[src/rtl/execute_writeback_pkg.sv]
// Shared widths, opcode map and FSM encoding for the venus execute/writeback stage.
// Latency: n/a (types and constants only).
// Backpressure: n/a.
package execute_writeback_pkg;

  localparam int WORD  = 32;
  localparam int ADDR  = 16;
  localparam int W_OPC = 6;
  localparam int W_OPR = 32;
  localparam int W_RD  = 4;

  // Opcode constants; decode_instruction uses the same map.
  localparam logic [W_OPC-1:0] OPC_NOP  = 6'd0;
  localparam logic [W_OPC-1:0] OPC_ADD  = 6'd1;
  localparam logic [W_OPC-1:0] OPC_SUB  = 6'd2;
  localparam logic [W_OPC-1:0] OPC_AND  = 6'd3;
  localparam logic [W_OPC-1:0] OPC_OR   = 6'd4;
  localparam logic [W_OPC-1:0] OPC_XOR  = 6'd5;
  localparam logic [W_OPC-1:0] OPC_SLL  = 6'd6;
  localparam logic [W_OPC-1:0] OPC_SRL  = 6'd7;
  localparam logic [W_OPC-1:0] OPC_MOV  = 6'd8;
  localparam logic [W_OPC-1:0] OPC_JMP  = 6'd9;
  localparam logic [W_OPC-1:0] OPC_BEQZ = 6'd10;
  localparam logic [W_OPC-1:0] OPC_MUL  = 6'd11;

  // Multiply sequencing states.
  typedef enum logic [1:0] {
    ST_IDLE = 2'd0,
    ST_MUL  = 2'd1,
    ST_DONE = 2'd2
  } state_t;

endpackage

[src/rtl/execute_writeback_mul_iter.sv]
// Iterative shift-add multiplier: one multiplier bit per cycle, low W_OPR bits of the product.
// Latency: start at edge N, done_o high in the cycle after edge N+31, product_o valid after edge N+32.
// Backpressure: none; a start while busy restarts the operation.
module mul_iter
  import execute_writeback_pkg::*;
(
  input  logic             clk_i,
  input  logic             reset_i,
  input  logic             start_i,
  input  logic [W_OPR-1:0] a_i,
  input  logic [W_OPR-1:0] b_i,
  output logic             busy_o,
  output logic             done_o,
  output logic [W_OPR-1:0] product_o
);

  logic [W_OPR-1:0] acc_q, acc_d;
  logic [W_OPR-1:0] mcand_q, mcand_d;
  logic [W_OPR-1:0] mplier_q, mplier_d;
  logic [4:0]       cnt_q, cnt_d;
  logic             busy_q, busy_d;

  // One shift-add step per cycle; the multiplicand shifts left, the multiplier right.
  always_comb begin
    acc_d    = acc_q;
    mcand_d  = mcand_q;
    mplier_d = mplier_q;
    cnt_d    = cnt_q;
    busy_d   = busy_q;
    if (start_i) begin
      acc_d    = '0;
      mcand_d  = a_i;
      mplier_d = b_i;
      cnt_d    = '0;
      busy_d   = 1'b1;
    end else if (busy_q) begin
      if (mplier_q[0]) begin
        acc_d = acc_q + mcand_q;
      end
      mcand_d  = mcand_q << 1;
      mplier_d = mplier_q >> 1;
      cnt_d    = cnt_q + 5'd1;
      if (cnt_q == 5'd31) begin
        busy_d = 1'b0;
      end
    end
  end

  // Iteration state registers.
  always_ff @(posedge clk_i) begin
    if (reset_i) begin
      acc_q    <= '0;
      mcand_q  <= '0;
      mplier_q <= '0;
      cnt_q    <= '0;
      busy_q   <= 1'b0;
    end else begin
      acc_q    <= acc_d;
      mcand_q  <= mcand_d;
      mplier_q <= mplier_d;
      cnt_q    <= cnt_d;
      busy_q   <= busy_d;
    end
  end

  assign busy_o    = busy_q;
  assign done_o    = busy_q && (cnt_q == 5'd31);
  assign product_o = acc_q;

endmodule

[src/rtl/execute_writeback.sv]
// Final venus stage: ALU, branch resolve and register-file writeback (MUL gated by VENUS_MUL_EN).
// Latency: single-cycle ops strobe the cycle after acceptance; MUL writes back 34 edges after acceptance.
// Backpressure: stall_o held high while a MUL iterates; tied low when VENUS_MUL_EN is undefined.
module execute_writeback
  import execute_writeback_pkg::*;
(
  input  logic             clk,
  input  logic             reset,
  input  logic             v_i,
  output logic             stall_o,
  input  logic [W_OPC-1:0] opecode_i,
  input  logic [W_OPR-1:0] opr0_i,
  input  logic [W_OPR-1:0] opr1_i,
  input  logic [W_RD-1:0]  wb_r_i,
  input  logic [ADDR-1:0]  pc_i,
  output logic             wb_o,
  output logic [W_RD-1:0]  wb_r_o,
  output logic [W_OPR-1:0] result_o,
  output logic             branch_o,
  output logic [ADDR-1:0]  branch_addr_o
);

  logic             accept;
  logic [W_OPR-1:0] alu_res;
  logic             alu_wb;
  logic             br_taken;
  logic [ADDR-1:0]  br_target;

  logic             wb_q;
  logic [W_RD-1:0]  wb_r_q;
  logic [W_OPR-1:0] result_q;
  logic             branch_q;
  logic [ADDR-1:0]  branch_addr_q;

  // The PC only travels with the instruction for trace purposes.
  logic unused_pc;
  assign unused_pc = ^pc_i;

  assign accept = v_i && !stall_o;

  // Single-cycle ALU and branch decision; MUL and unknown opcodes fall to the default (no strobe).
  always_comb begin
    alu_res   = '0;
    alu_wb    = 1'b0;
    br_taken  = 1'b0;
    br_target = '0;
    case (opecode_i)
      OPC_ADD:  begin alu_res = opr0_i + opr1_i;           alu_wb = 1'b1; end
      OPC_SUB:  begin alu_res = opr0_i - opr1_i;           alu_wb = 1'b1; end
      OPC_AND:  begin alu_res = opr0_i & opr1_i;           alu_wb = 1'b1; end
      OPC_OR:   begin alu_res = opr0_i | opr1_i;           alu_wb = 1'b1; end
      OPC_XOR:  begin alu_res = opr0_i ^ opr1_i;           alu_wb = 1'b1; end
      OPC_SLL:  begin alu_res = opr0_i << opr1_i[4:0];     alu_wb = 1'b1; end
      OPC_SRL:  begin alu_res = opr0_i >> opr1_i[4:0];     alu_wb = 1'b1; end
      OPC_MOV:  begin alu_res = opr0_i;                    alu_wb = 1'b1; end
      OPC_JMP:  begin br_taken = 1'b1;                     br_target = opr0_i[ADDR-1:0]; end
      OPC_BEQZ: begin br_taken = (opr0_i == '0);           br_target = opr1_i[ADDR-1:0]; end
      default:  ;
    endcase
  end

`ifdef VENUS_MUL_EN
  state_t           state_q, state_d;
  logic [W_RD-1:0]  mul_rd_q;
  logic             mul_start;
  logic             mul_busy;
  logic             mul_done;
  logic [W_OPR-1:0] mul_product;

  assign stall_o   = (state_q != ST_IDLE);
  assign mul_start = accept && (opecode_i == OPC_MUL);

  mul_iter u_mul_iter (
    .clk_i     (clk),
    .reset_i   (reset),
    .start_i   (mul_start),
    .a_i       (opr0_i),
    .b_i       (opr1_i),
    .busy_o    (mul_busy),
    .done_o    (mul_done),
    .product_o (mul_product)
  );

  // Next-state: IDLE -> MUL on accept, MUL -> DONE after the last iteration, DONE -> IDLE.
  always_comb begin
    state_d = state_q;
    case (state_q)
      ST_IDLE: if (mul_start) state_d = ST_MUL;
      ST_MUL: begin
        if (mul_done) begin
          state_d = ST_DONE;
        end else if (!mul_busy) begin
          state_d = ST_IDLE;
        end
      end
      ST_DONE: state_d = ST_IDLE;
      default: state_d = ST_IDLE;
    endcase
  end

  // State register and destination index held for the multiply writeback.
  always_ff @(posedge clk) begin
    if (reset) begin
      state_q  <= ST_IDLE;
      mul_rd_q <= '0;
    end else begin
      state_q <= state_d;
      if (mul_start) begin
        mul_rd_q <= wb_r_i;
      end
    end
  end
`else
  assign stall_o = 1'b0;
`endif

  // Output registers: strobes default low each cycle, data holds until the next strobe.
  always_ff @(posedge clk) begin
    if (reset) begin
      wb_q          <= 1'b0;
      wb_r_q        <= '0;
      result_q      <= '0;
      branch_q      <= 1'b0;
      branch_addr_q <= '0;
    end else begin
      wb_q     <= 1'b0;
      branch_q <= 1'b0;
      if (accept && alu_wb) begin
        wb_q     <= 1'b1;
        wb_r_q   <= wb_r_i;
        result_q <= alu_res;
      end
      if (accept && br_taken) begin
        branch_q      <= 1'b1;
        branch_addr_q <= br_target;
      end
`ifdef VENUS_MUL_EN
      if (state_q == ST_DONE) begin
        wb_q     <= 1'b1;
        wb_r_q   <= mul_rd_q;
        result_q <= mul_product;
      end
`endif
    end
  end

  assign wb_o          = wb_q;
  assign wb_r_o        = wb_r_q;
  assign result_o      = result_q;
  assign branch_o      = branch_q;
  assign branch_addr_o = branch_addr_q;

endmodule

[config.mk]
export PLATFORM = sky130hd
export DESIGN_NAME = execute_writeback
export DESIGN_NICKNAME = d
export VERILOG_FILES = /design/src/rtl/execute_writeback_pkg.sv /design/src/rtl/execute_writeback_mul_iter.sv /design/src/rtl/execute_writeback.sv
export SDC_FILE = /design/constraint.sdc
export NUM_CORES = 1
export LEC_CHECK = 0
export CAP_MARGIN = 20
export CORE_MARGIN = 4
export CORE_UTILIZATION = 40
export CTS_CLUSTER_SIZE = 24
export DETAILED_ROUTE_END_ITERATION = 7
export GPL_ROUTABILITY_DRIVEN = 0
export SYNTH_ARGS = -nofsm -noshare
export SYNTH_HDL_FRONTEND = slang
export SYNTH_SLANG_ARGS = --single-unit
export TNS_END_PERCENT = 20
[constraint.sdc]
create_clock -name clk -period 9.37 [get_ports clk]
set_input_delay 1.874 -clock clk [delete_from_list [all_inputs] [get_ports clk]]
set_output_delay 1.874 -clock clk [all_outputs]
set_load 0.02 [all_outputs]
==> results.yml <==
power_and_ir_drop:
  clockPowerShare_pct: 22.6
  p_int_uw: 531.4
  total_power_uw: 956.5
  vdd.ir_drop.worst_uv: 64.11
  power_frac_comb_pct: 52.4
  p_leak_nw: 4.388
  power.share.sequential_pct: 25.0
  switching_power_uw: 425.1
  power_density_nw_per_um2: 85.09
  p_sw_share_pct: 44.44
final_layout:
  final_cell_area_um2: 11240
  final_net_count: 1540
  post_route_cells_drive_above_1_share_pct: 8.222
  flow.area_growth_from_synthesis_pct: 15.80
  n_antenna_cell: 0
  count_of_placed_standard_cells_in_the_final_layout_fillers_left_out: 1669
worst_setup_path:
  crit_path_start: "opecode_i[5]"
  crit_buf_inv: 1
  critPathMaxStageDelay_ns: 0.86
  cp.arrival_ns: 6.77
  crit_family: "compound AO/OA/AOI/OAI gates"
  critical_path.slowest_cell: "a2111oi_0"
  critPathRequiredTime_ns: 9.57
  critical_path.cell_chain: "clkdlybuf4s50_1, or4_2, nor2_1, nor2_1, xnor2_1, ha_1, nor2b_1, o2111ai_1, a21oi_1, a2111oi_0, o31a_1, xnor2_1, a221oi_1, nor3_1"
  worst-path-max-fanout: 6
  worstSetupEndpointType: "register"
  startpoint_type: "primary input"
  crit-reg2reg-launch: "result_o[29]$_SDFFE_PP0P_"
  critPathKind: "primary input to register"
outcome:
  status: "finished clean"
timing:
  fin_hold_ws_ns: 0.4585
  fin_skew_ns: 0
  timing.final.crit_share_pct: 70.14
  fin_setup_tns_ns: 0
  transition_time_at_the_pin_with_the_least_slew_margin_ns: 1.076
  grt_setup_unrepaired: "no"
  finalSetupViolations: 0
  maxSlewViolCount: 0
  fmax_ghz: 0.1522
  timing_hold_violations_final: 0
  rel_slew_slack_pct: 27.72
  timing.final.crit_period_ns: 6.572
route:
  avgRoutedWirePerCell_um: 24.47
  count_of_nets_left_with_antenna_violations_after_detail_routing: 0
  avg_vias_per_cell: 6.605
  drt_wl_total_mm: 40.84
  detailroute.via_count: 11020
  route.detailed.drc: 0
  dr.pass1.iters: 6
  drt_iter0_markers: 1441
worst_hold_path:
  holdCritStartpoint: "wb_r_o[3]$_SDFFE_PP0P_"
  timing.hold.worst.class: "register to register"
clocking:
  cts_max_level: 2
  cts_root_buf: "clkbuf_16"
  cts_inserted_buffers: 5
  hold_buffers: 0
  buffer_depth_of_the_longest_clock_path: 2
  clkSlewWorstSetupHoldPaths_ns: 0.10
  clock-sinks: 54
  cts-resized-gates: 0
  tritoncts_clock_tree: "built"
  cts.repair_timing.setup_buffer_count: 0
  clock_latency_ns: 0.31
run:
  timing.max_cap.violations: 0
yosys:
  synth.distinct_cells: 77
  synth-warning-count: 0
  synthTopCellsByArea: "ha_1 (13%), dfxtp_1 (11%), mux4_2 (10%)"
  synth_top_cells_by_count: "nor2_1 (148), nand2_1 (115), ha_1 (97), a21oi_1 (94), clkbuf_1 (91)"
  synthesis.nets: 1499
  synth_seq_cells: 54
  yosys.cell_count.top_type: "nor2_1"
  synth_top_cell_area_share_pct: 12.50
  postSynthCellCount: 1308
  synth_top_area_cell: "ha_1"
  post_synth_instance_area_um2: 9707
  dominantRegCellSynth: "dfxtp_1"
  seq_area_frac_synth_pct: 11.14
  synth.avg_cell_area_um2: 7.421
  number_of_enable_flip_flop_cells_after_synthesis: 0
  synthArstFlopShare_pct: 0
die:
  chipHeight_um: 163.8
  core_area_um2: 23680
  die_w_um: 163.8
  design.die.area_um2: 26820
  std_cell_rows: 56
  starting_utilization_of_the_core_area_pct: 40.99
  io_pins: 148
placed_design:
  io_buffer_count: 130
  place_area_um2: 11070
  place.detailed.instances: 1659
  place.detailed.hpwl_mm: 30.82
global_routing:
  globalRouteTotalUtil_pct: 29.41
  gr-total-overflow: 0
  antenna_found_initial: 0
  grt_first_pass_wirelength_mm: 60.95
  grt_max_degree: 78
  first_global_vias: 10010
## sequential cells by signal, indices dropped and copies added (netlist names)
signal,count
wb_o,1
wb_r_o,4
result_o,32
branch_addr_o,16
branch_o,1
## logic make-up after synthesis
group                    count (synthesis)  synth area share (%)
AO/OA/AOI/OAI                          383                 26.97
AND/OR/NAND/NOR                        432                 20.53
XOR/XNOR                                52                 4.692
multiplexers                            99                 16.13
buffers and inverters                  189                 7.798
flip-flops                              54                 11.14
other                                    1               0.03863
adder cells (fa/ha/maj)                 98                 12.71
## power by group through the flow
stage / clock, mW / sequential (mW) / combinational, mW
finish: 0.216 / 0.239 / 0.501
global route: 0.226 / 0.240 / 0.536
CTS: 0.218 / 0.239 / 0.486
detailed placement: 0 / 0.244 / 0.484
global placement: 0 / 0.244 / 0.481
floorplan: 0 / 0.252 / 0.311
## tightest hold or removal path, cell delays in order (launching register included)
cell	delay, ns
dfxtp_1	0.32
nand2_1	0.05
a21oi_1	0.05
## cell usage in the layout (no fill, tap or decap), types with 11 or more instances in the layout
| cell type | synthesis | layout |
|---|---|---|
| o22ai_1 | 14 | 14 |
| mux2i_1 | 45 | 45 |
| nand2_1 | 115 | 115 |
| inv_1 | 67 | 67 |
| mux4_2 | 45 | 45 |
| dfxtp_1 | 54 | 54 |
| o2111ai_1 | 15 | 15 |
| xnor2_1 | 41 | 41 |
| nand4_1 | 12 | 12 |
| nand3_1 | 22 | 22 |
| clkdlybuf4s50_1 | 0 | 125 |
| a21oi_1 | 94 | 93 |
| nor3_1 | 56 | 55 |
| a22oi_1 | 19 | 19 |
| buf_4 | 1 | 22 |
| a21o_1 | 16 | 16 |
| a221oi_1 | 45 | 45 |
| o211ai_1 | 21 | 21 |
| ha_1 | 97 | 97 |
| xor2_1 | 11 | 11 |
| o21ai_0 | 61 | 61 |
| nor2b_1 | 17 | 17 |
| nor2_1 | 148 | 147 |
| nor4_1 | 14 | 14 |
## area by class of cell
| class | count | area [µm²] |
|---|---|---|
| Clock buffer | 5 | 125.1 |
| Clock inverter | 3 | 26.28 |
| Fill cell | 2430 | 12440 |
| Inverter | 71 | 266.5 |
| Multi-Input combinational cell | 1065 | 7885 |
| Sequential cell | 54 | 1081 |
| Tap cell | 319 | 399.1 |
| Timing Repair Buffer | 152 | 1458 |
## metal layers
layer	up-vias	wire length, µm	global-route usage (%)
met5	-	0	0
met4	0	1516	9.760
met3	100	4693	7.152
met2	679	17800	45.06
met1	5280	16820	40.65
li1	4964	-	-
## final timing paths
kind | slack, ns | depth (start not counted) | end
setup reg to reg | 8.30 | 3 | result_o[29]$_SDFFE_PP0P_
hold reg to reg | 0.46 | 2 | wb_r_o[3]$_SDFFE_PP0P_
setup / recovery | 2.80 | 14 | result_o[20]$_SDFFE_PP0P_
hold / removal | 0.46 | 2 | wb_r_o[3]$_SDFFE_PP0P_
## per-stage QoR
| step | util (%) | worst slack (ns) |
|---|---|---|
| 2_1_floorplan | - | 3.762 |
| 3_3_place_gp | 46.65 | 2.053 |
| 3_5_place_dp | 46.73 | 2.556 |
| 4_1_cts | 47.37 | 2.892 |
| 5_1_grt | 47.46 | 2.547 |
| 6_report | 47.46 | 2.798 |
(Power assumes the default switching activity.)
